File: config.mk
export PLATFORM = sky130hd
export DESIGN_NAME = id_ex_stage
export DESIGN_NICKNAME = d
export VERILOG_FILES = /design/src/rtl/id_ex_stage_pkg.sv /design/src/rtl/id_ex_stage_hazard_detect.sv /design/src/rtl/id_ex_stage.sv
export SDC_FILE = /design/constraint.sdc
export NUM_CORES = 1
export LEC_CHECK = 0
export ABC_AREA = 1
export CAP_MARGIN = 40
export CORE_MARGIN = 2
export CORE_UTILIZATION = 37
export CTS_BUF_LIST = sky130_fd_sc_hd__clkbuf_2
export DETAILED_ROUTE_END_ITERATION = 10
export PLACE_DENSITY = 0.75
export SYNTH_ARGS = -nofsm -noshare
export SYNTH_HDL_FRONTEND = slang
export SYNTH_SLANG_ARGS = --single-unit
File: constraint.sdc
create_clock -name clk -period 1.5 [get_ports clk]
set_input_delay 0.3 -clock clk [delete_from_list [all_inputs] [get_ports clk]]
set_output_delay 0.3 -clock clk [all_outputs]
set_load 0.005 [all_outputs]
File: src/rtl/id_ex_stage_pkg.sv
// Shared types and widths for the ID/EX pipeline register and its hazard unit.
package id_ex_stage_pkg;

    localparam int unsigned XLEN  = 32;
    localparam int unsigned IMLEN = 32;

    typedef enum logic [3:0] {
        AluAdd  = 4'd0,
        AluSub  = 4'd1,
        AluAnd  = 4'd2,
        AluOr   = 4'd3,
        AluXor  = 4'd4,
        AluSll  = 4'd5,
        AluSrl  = 4'd6,
        AluSra  = 4'd7,
        AluSlt  = 4'd8,
        AluSltu = 4'd9
    } alu_ctrl_t;

    // Everything the EX stage consumes, held in one pipeline register.
    typedef struct packed {
        logic             valid;
        logic             alu_src;
        logic             reg_write;
        logic             mem_read;
        logic             mem_write;
        alu_ctrl_t        alu_ctrl;
        logic [4:0]       rd;
        logic [4:0]       rs1;
        logic [4:0]       rs2;
        logic [XLEN-1:0]  rs1_data;
        logic [XLEN-1:0]  rs2_data;
        logic [IMLEN-1:0] imm;
    } id_ex_t;

endpackage

File: src/rtl/id_ex_stage_hazard_detect.sv
// Load-use hazard detection: the instruction in EX is a load whose destination
// is read by the instruction currently in decode.
module hazard_detect (
    input  logic       ex_valid,
    input  logic       ex_mem_read,
    input  logic [4:0] ex_rd,
    input  logic       id_valid,
    input  logic [4:0] id_rs1,
    input  logic [4:0] id_rs2,
    input  logic       id_uses_rs2,
    output logic       hazard
);

    // x0 is never a real producer, so a load to it cannot create a dependency.
    always_comb begin
        hazard = ex_valid & ex_mem_read & (ex_rd != 5'd0) & id_valid &
                 ((ex_rd == id_rs1) | (id_uses_rs2 & (ex_rd == id_rs2)));
    end

endmodule

File: src/rtl/id_ex_stage.sv
// ID/EX pipeline register with load-use bubble insertion, flush, hold and a
// saturating bubble counter.
module id_ex_stage #(
    parameter int unsigned XLEN  = id_ex_stage_pkg::XLEN,
    parameter int unsigned IMLEN = id_ex_stage_pkg::IMLEN
) (
    input  logic             clk,
    input  logic             rst,
    input  logic             id_valid,
    input  logic [4:0]       id_rs1,
    input  logic [4:0]       id_rs2,
    input  logic [4:0]       id_rd,
    input  logic             id_uses_rs2,
    input  logic [XLEN-1:0]  id_rs1_data,
    input  logic [XLEN-1:0]  id_rs2_data,
    input  logic [IMLEN-1:0] id_imm,
    input  logic             id_alu_src,
    input  logic             id_reg_write,
    input  logic             id_mem_read,
    input  logic             id_mem_write,
    input  logic [3:0]       id_alu_ctrl,
    input  logic             flush,
    input  logic             hold,
    output logic             stall_if_id,
    output logic             ex_valid,
    output logic             ex_alu_src,
    output logic             ex_reg_write,
    output logic             ex_mem_read,
    output logic             ex_mem_write,
    output logic [3:0]       ex_alu_ctrl,
    output logic [4:0]       ex_rd,
    output logic [4:0]       ex_rs1,
    output logic [4:0]       ex_rs2,
    output logic [XLEN-1:0]  ex_rs1_data,
    output logic [XLEN-1:0]  ex_rs2_data,
    output logic [IMLEN-1:0] ex_imm,
    output logic [15:0]      bubble_count
);

    import id_ex_stage_pkg::*;

    id_ex_t      ex_q;
    id_ex_t      capture;
    logic        hazard;
    logic [15:0] bubble_count_q;

    hazard_detect u_hazard_detect (
        .ex_valid    (ex_q.valid),
        .ex_mem_read (ex_q.mem_read),
        .ex_rd       (ex_q.rd),
        .id_valid    (id_valid),
        .id_rs1      (id_rs1),
        .id_rs2      (id_rs2),
        .id_uses_rs2 (id_uses_rs2),
        .hazard      (hazard)
    );

    // A flush squashes the requester anyway, so never freeze the front end then.
    always_comb begin
        stall_if_id = hazard & ~flush & ~rst;
    end

    // Payload taken from decode; controls are masked for an empty decode slot.
    always_comb begin
        capture           = '0;
        capture.valid     = id_valid;
        capture.alu_src   = id_alu_src & id_valid;
        capture.reg_write = id_reg_write & id_valid;
        capture.mem_read  = id_mem_read & id_valid;
        capture.mem_write = id_mem_write & id_valid;
        capture.alu_ctrl  = alu_ctrl_t'(id_alu_ctrl);
        capture.rd        = id_rd;
        capture.rs1       = id_rs1;
        capture.rs2       = id_rs2;
        capture.rs1_data  = id_rs1_data;
        capture.rs2_data  = id_rs2_data;
        capture.imm       = id_imm;
    end

    // Pipeline register and bubble counter: rst > flush > hold > hazard > capture.
    always_ff @(posedge clk) begin
        if (rst) begin
            ex_q           <= '0;
            bubble_count_q <= '0;
        end else if (flush) begin
            ex_q <= '0;
        end else if (hold) begin
            ex_q <= ex_q;
        end else if (hazard) begin
            // The bubble clears mem_read, so the same dependency cannot stall twice.
            ex_q <= '0;
            if (bubble_count_q != 16'hFFFF) begin
                bubble_count_q <= bubble_count_q + 16'd1;
            end
        end else begin
            ex_q <= capture;
        end
    end

    assign ex_valid     = ex_q.valid;
    assign ex_alu_src   = ex_q.alu_src;
    assign ex_reg_write = ex_q.reg_write;
    assign ex_mem_read  = ex_q.mem_read;
    assign ex_mem_write = ex_q.mem_write;
    assign ex_alu_ctrl  = ex_q.alu_ctrl;
    assign ex_rd        = ex_q.rd;
    assign ex_rs1       = ex_q.rs1;
    assign ex_rs2       = ex_q.rs2;
    assign ex_rs1_data  = ex_q.rs1_data;
    assign ex_rs2_data  = ex_q.rs2_data;
    assign ex_imm       = ex_q.imm;
    assign bubble_count = bubble_count_q;

endmodule

==> metrics.md, run 1 <==
| Metric | Value |
|---|---|
| Status | finished, violations left |
| Slew HR | 0.641 |
| Worst path arrival time | 1.87 ns |
| Smallest hold slack | 0.129 ns |
| Synth top cells by count | 228 x nor2_1, 136 x dfxtp_1, 113 x nand2_1 |
| Setup crit end kind | primary output |
| Worst path cell trace | inv_2 -> nand2_1 -> nand2_1 -> nor2_1 -> nand3_2 -> nand2_2 -> nand2_2 -> nor2_1 -> buf_2 |
| Clock sinks | 136 |
| CTS Buffer Depth | 2 |
| Min-delay worst type | input port to register |
| CTS Buf Count | 17 |
| Post-DP HPWL | 12900 µm |
| Crit path launch type | register |
| Post-Layout Inst Area | 10400 µm² |
| Chip Height | 130 µm |
| Worst-margin pin slew | 0.538 ns |
| Initial antenna violation count | 1 |
| Slowest CP cell | dfxtp_4 |
| CTS tree | yes |
| Synth Warn # | 0 |
| Slowest stage delay, CP | 0.41 ns |
| Final setup fails | 165 |
| Largest net degree at the start of global routing | 119 |
| Core area | 15300 µm² |
| Die Wd | 130 µm |
| Placed Instances | 1304 |
| Initial Utilization | 0.382 |
| Register area share after synthesis | 0.465 |
| Pins Over Slew Limit | 0 |
| Share of cells above drive strength 1 | 0.425 |
| Final core utilization | 0.682 |
| Clock Tree Root | clkbuf_2 |
| Global route overflow | 0 |
| Synth top area share | 0.465 |
| Vias in the first global route | 6099 |
| Final Hold Vio Count | 0 |
| Number of port buffers | 261 |
| Pwr/cell area | 682 nW/µm² |
| First-pass GRT wire length | 31500 µm |
| DRT Pass-1 Iters | 4 |
| Max-cap viol count | 0 |
| DP Area | 9040 µm² |
| Post-synthesis async set-or-reset flop share | 0 |
| Main synth FF type | dfxtp_1 |
| Slack of the critical path | -0.675 ns |
| #FFs+latches synth | 136 |
| Post-Syn Area | 5850 µm² |
| Period utilisation layout | 1.45 |
| Nets@finish | 1300 |
| Die area | 16800 µm² |
| Max VDD drop | 0.344 mV |
| Skew-Pair Late Insertion Delay | 0.72 ns |
| Routed WL per cell | 15.4 µm |
| Clk slew on worst S/H paths | 0.18 ns |
| Clock network power share | 0.289 |
| Peak Freq | 460 MHz |
| Net Count, Synth | 951 |
| Layout overhead on the synthesized area | 78.3% |
| P_sw | 1.92 mW |
| Boundary pin count | 262 |
| Combinational share of power | 0.171 |
| Largest area contributor in the netlist | dfxtp_1 |
| Reg power frac | 0.540 |
| Top delay family on crit path | simple AND/OR/NAND/NOR gates |
| First-iteration detailed-routing DRC count | 315 |
| Routed vias/inst | 4.74 |
| Period minus WS final | 2.17 ns |
| Vias | 6620 |
| # rows | 45 |
| Critical Path Fanout Max | 4 |
| Post-synth EDFFs | 0 |
| Placer's final routability congestion estimate | 0.804 |
| # H-tree levels | 4 |
| Antenna-violating nets left | 0 |
| Leakage | 5.20 nW |
| Crit Path Class | register to primary output |
| Pre-CTS setup slack | -0.761 ns |
| Antenna diode count | 0 |
| Routed wire length | 21500 µm |
| # DRC | 0 |
| RSZ-0062 raised after global routing | true |
| Cell types occupying the most area after synthesis | dfxtp_1 47%, nor2_1 15%, o211ai_1 11% |
| Overall Global Routing Usage | 0.242 |
| Syn Inst Count | 825 |
| Distinct cells, synth | 24 |
| Violated checks | negative setup slack |
| Pint | 5.20 mW |
| Switching part of the total power | 0.270 |
| Top-count cell post-synth | nor2_1 |
| Mapped Avg Cell Area | 7.09 µm² |
| Worst EP required | 1.20 ns |
| Final non-filler cell total | 1398 |
| Clk_skew | 0.0336 ns |
| Buf/Inv on CP | 2 |
## cells by family (layout without fill, tap and decap cells)
group / after synthesis / in the layout / synth area share
AND/OR/NAND/NOR: 384 / 384 / 0.260
buffers and inverters: 175 / 537 / 0.118
adder cells (fa/ha/maj): 1 / 1 / 0.00214
XOR/XNOR: 4 / 4 / 0.00599
AO/OA/AOI/OAI: 125 / 125 / 0.149
flip-flops: 136 / 136 / 0.465
## state kept, by name, summed over array words and instances (netlist names)
name,count
ex_rd,5
ex_mem_write,1
ex_reg_write,1
ex_alu_src,1
ex_rs1,5
ex_alu_ctrl,4
bubble_count,16
ex_rs1_data,32
ex_valid,1
ex_rs2_data,32
ex_imm,32
ex_rs2,5
ex_mem_read,1
## routing by layer
layer | wire (µm) | GRT usage
met5 | 8 | 0
met4 | 475 | 0.0829
met3 | 1380 | 0.0709
met2 | 10900 | 0.421
met1 | 8780 | 0.286
## stage by stage
step	setup TNS, ns	power, mW
after floorplan	-0.0987	4.32
after global placement	-82.08	5.07
after detailed placement	-83.04	5.09
after CTS	-45.52	7.16
after global routing	-85.10	7.48
final	-51.31	7.12
## tightest hold or removal path, cell delays in order
cell and delay (ns):
clkdlybuf4s50_1 0.39, nand3_1 0.08, a21oi_1 0.05
## what timing repair did
action | in CTS | in global routing
gates resized for setup | 823 | 42
hold buffers | 1 | 0
endpoints found under the hold margin | 1 | 0
pin swaps | 13 | 15
cloned | 11 | 5
setup endpoints to repair | 273 | 273
buffers inserted | 35 | 15
## placed cells by master (no fill, tap or decap), types with 2 or more instances in the layout
| cell | Yosys | routed |
|---|---|---|
| nor2_1 | 228 | 214 |
| dfxtp_2 | 0 | 133 |
| buf_6 | 1 | 123 |
| clkdlybuf4s50_1 | 0 | 123 |
| nand2_1 | 113 | 109 |
| o211ai_1 | 88 | 88 |
| inv_1 | 64 | 64 |
| buf_4 | 2 | 63 |
| inv_2 | 58 | 55 |
| buf_2 | 15 | 42 |
| a21oi_1 | 30 | 30 |
| nand3_1 | 30 | 29 |
| clkbuf_2 | 0 | 19 |
| buf_12 | 0 | 14 |
| nor2_4 | 0 | 11 |
| nand4_1 | 7 | 7 |
| clkinv_2 | 0 | 6 |
| bufbuf_16 | 0 | 6 |
| nand2_2 | 1 | 5 |
| o2111ai_1 | 6 | 5 |
| clkinv_1 | 0 | 5 |
| nor2_2 | 1 | 4 |
| buf_16 | 0 | 4 |
| clkbuf_16 | 0 | 4 |
| xor2_1 | 3 | 3 |
| dfxtp_4 | 0 | 3 |
| buf_8 | 0 | 3 |
| inv_4 | 0 | 2 |
| nor3_1 | 2 | 2 |
| bufinv_16 | 0 | 2 |
## final timing paths
kind,start,end,slack [ns],cells after the start
hold / removal,id_rs1_data[16],ex_rs1_data[16],0.13,3
setup / recovery,ex_rd[4],stall_if_id,-0.67,9
setup reg to reg,ex_rd[4],ex_rs2_data[23],-0.55,15
hold reg to reg,ex_alu_ctrl[3],ex_alu_ctrl[3],0.48,2
## cell type report
type	instances	area, µm²
clock buffer	19	95.1
clock inverter	13	111
fill	1242	4880
inverter	122	464
multi-input combinational	514	2560
sequential	136	2900
tap	211	264
timing repair buffer	383	4040
## power by group through the flow
stage / Clock (mW) / Combinational [mW] / Sequential (mW)
after floorplan: 0 / 0.423 / 3.90
after global placement: 0 / 1.19 / 3.88
after detailed placement: 0 / 1.20 / 3.89
after CTS: 2.14 / 1.19 / 3.84
after global routing: 2.29 / 1.33 / 3.86
final: 2.06 / 1.22 / 3.84
(Power assumes the default switching activity.)
==> run 2, diff against run 1 <==
--- a/config.mk
+++ b/config.mk
@@ -12,6 +12,7 @@
 export CTS_BUF_LIST = sky130_fd_sc_hd__clkbuf_2
 export DETAILED_ROUTE_END_ITERATION = 10
 export PLACE_DENSITY = 0.75
+export SLEW_MARGIN = 20
 export SYNTH_ARGS = -nofsm -noshare
 export SYNTH_HDL_FRONTEND = slang
 export SYNTH_SLANG_ARGS = --single-unit
==> results of run 2 <==
The final DEF is identical to that of run 1; final timing and power are the same.
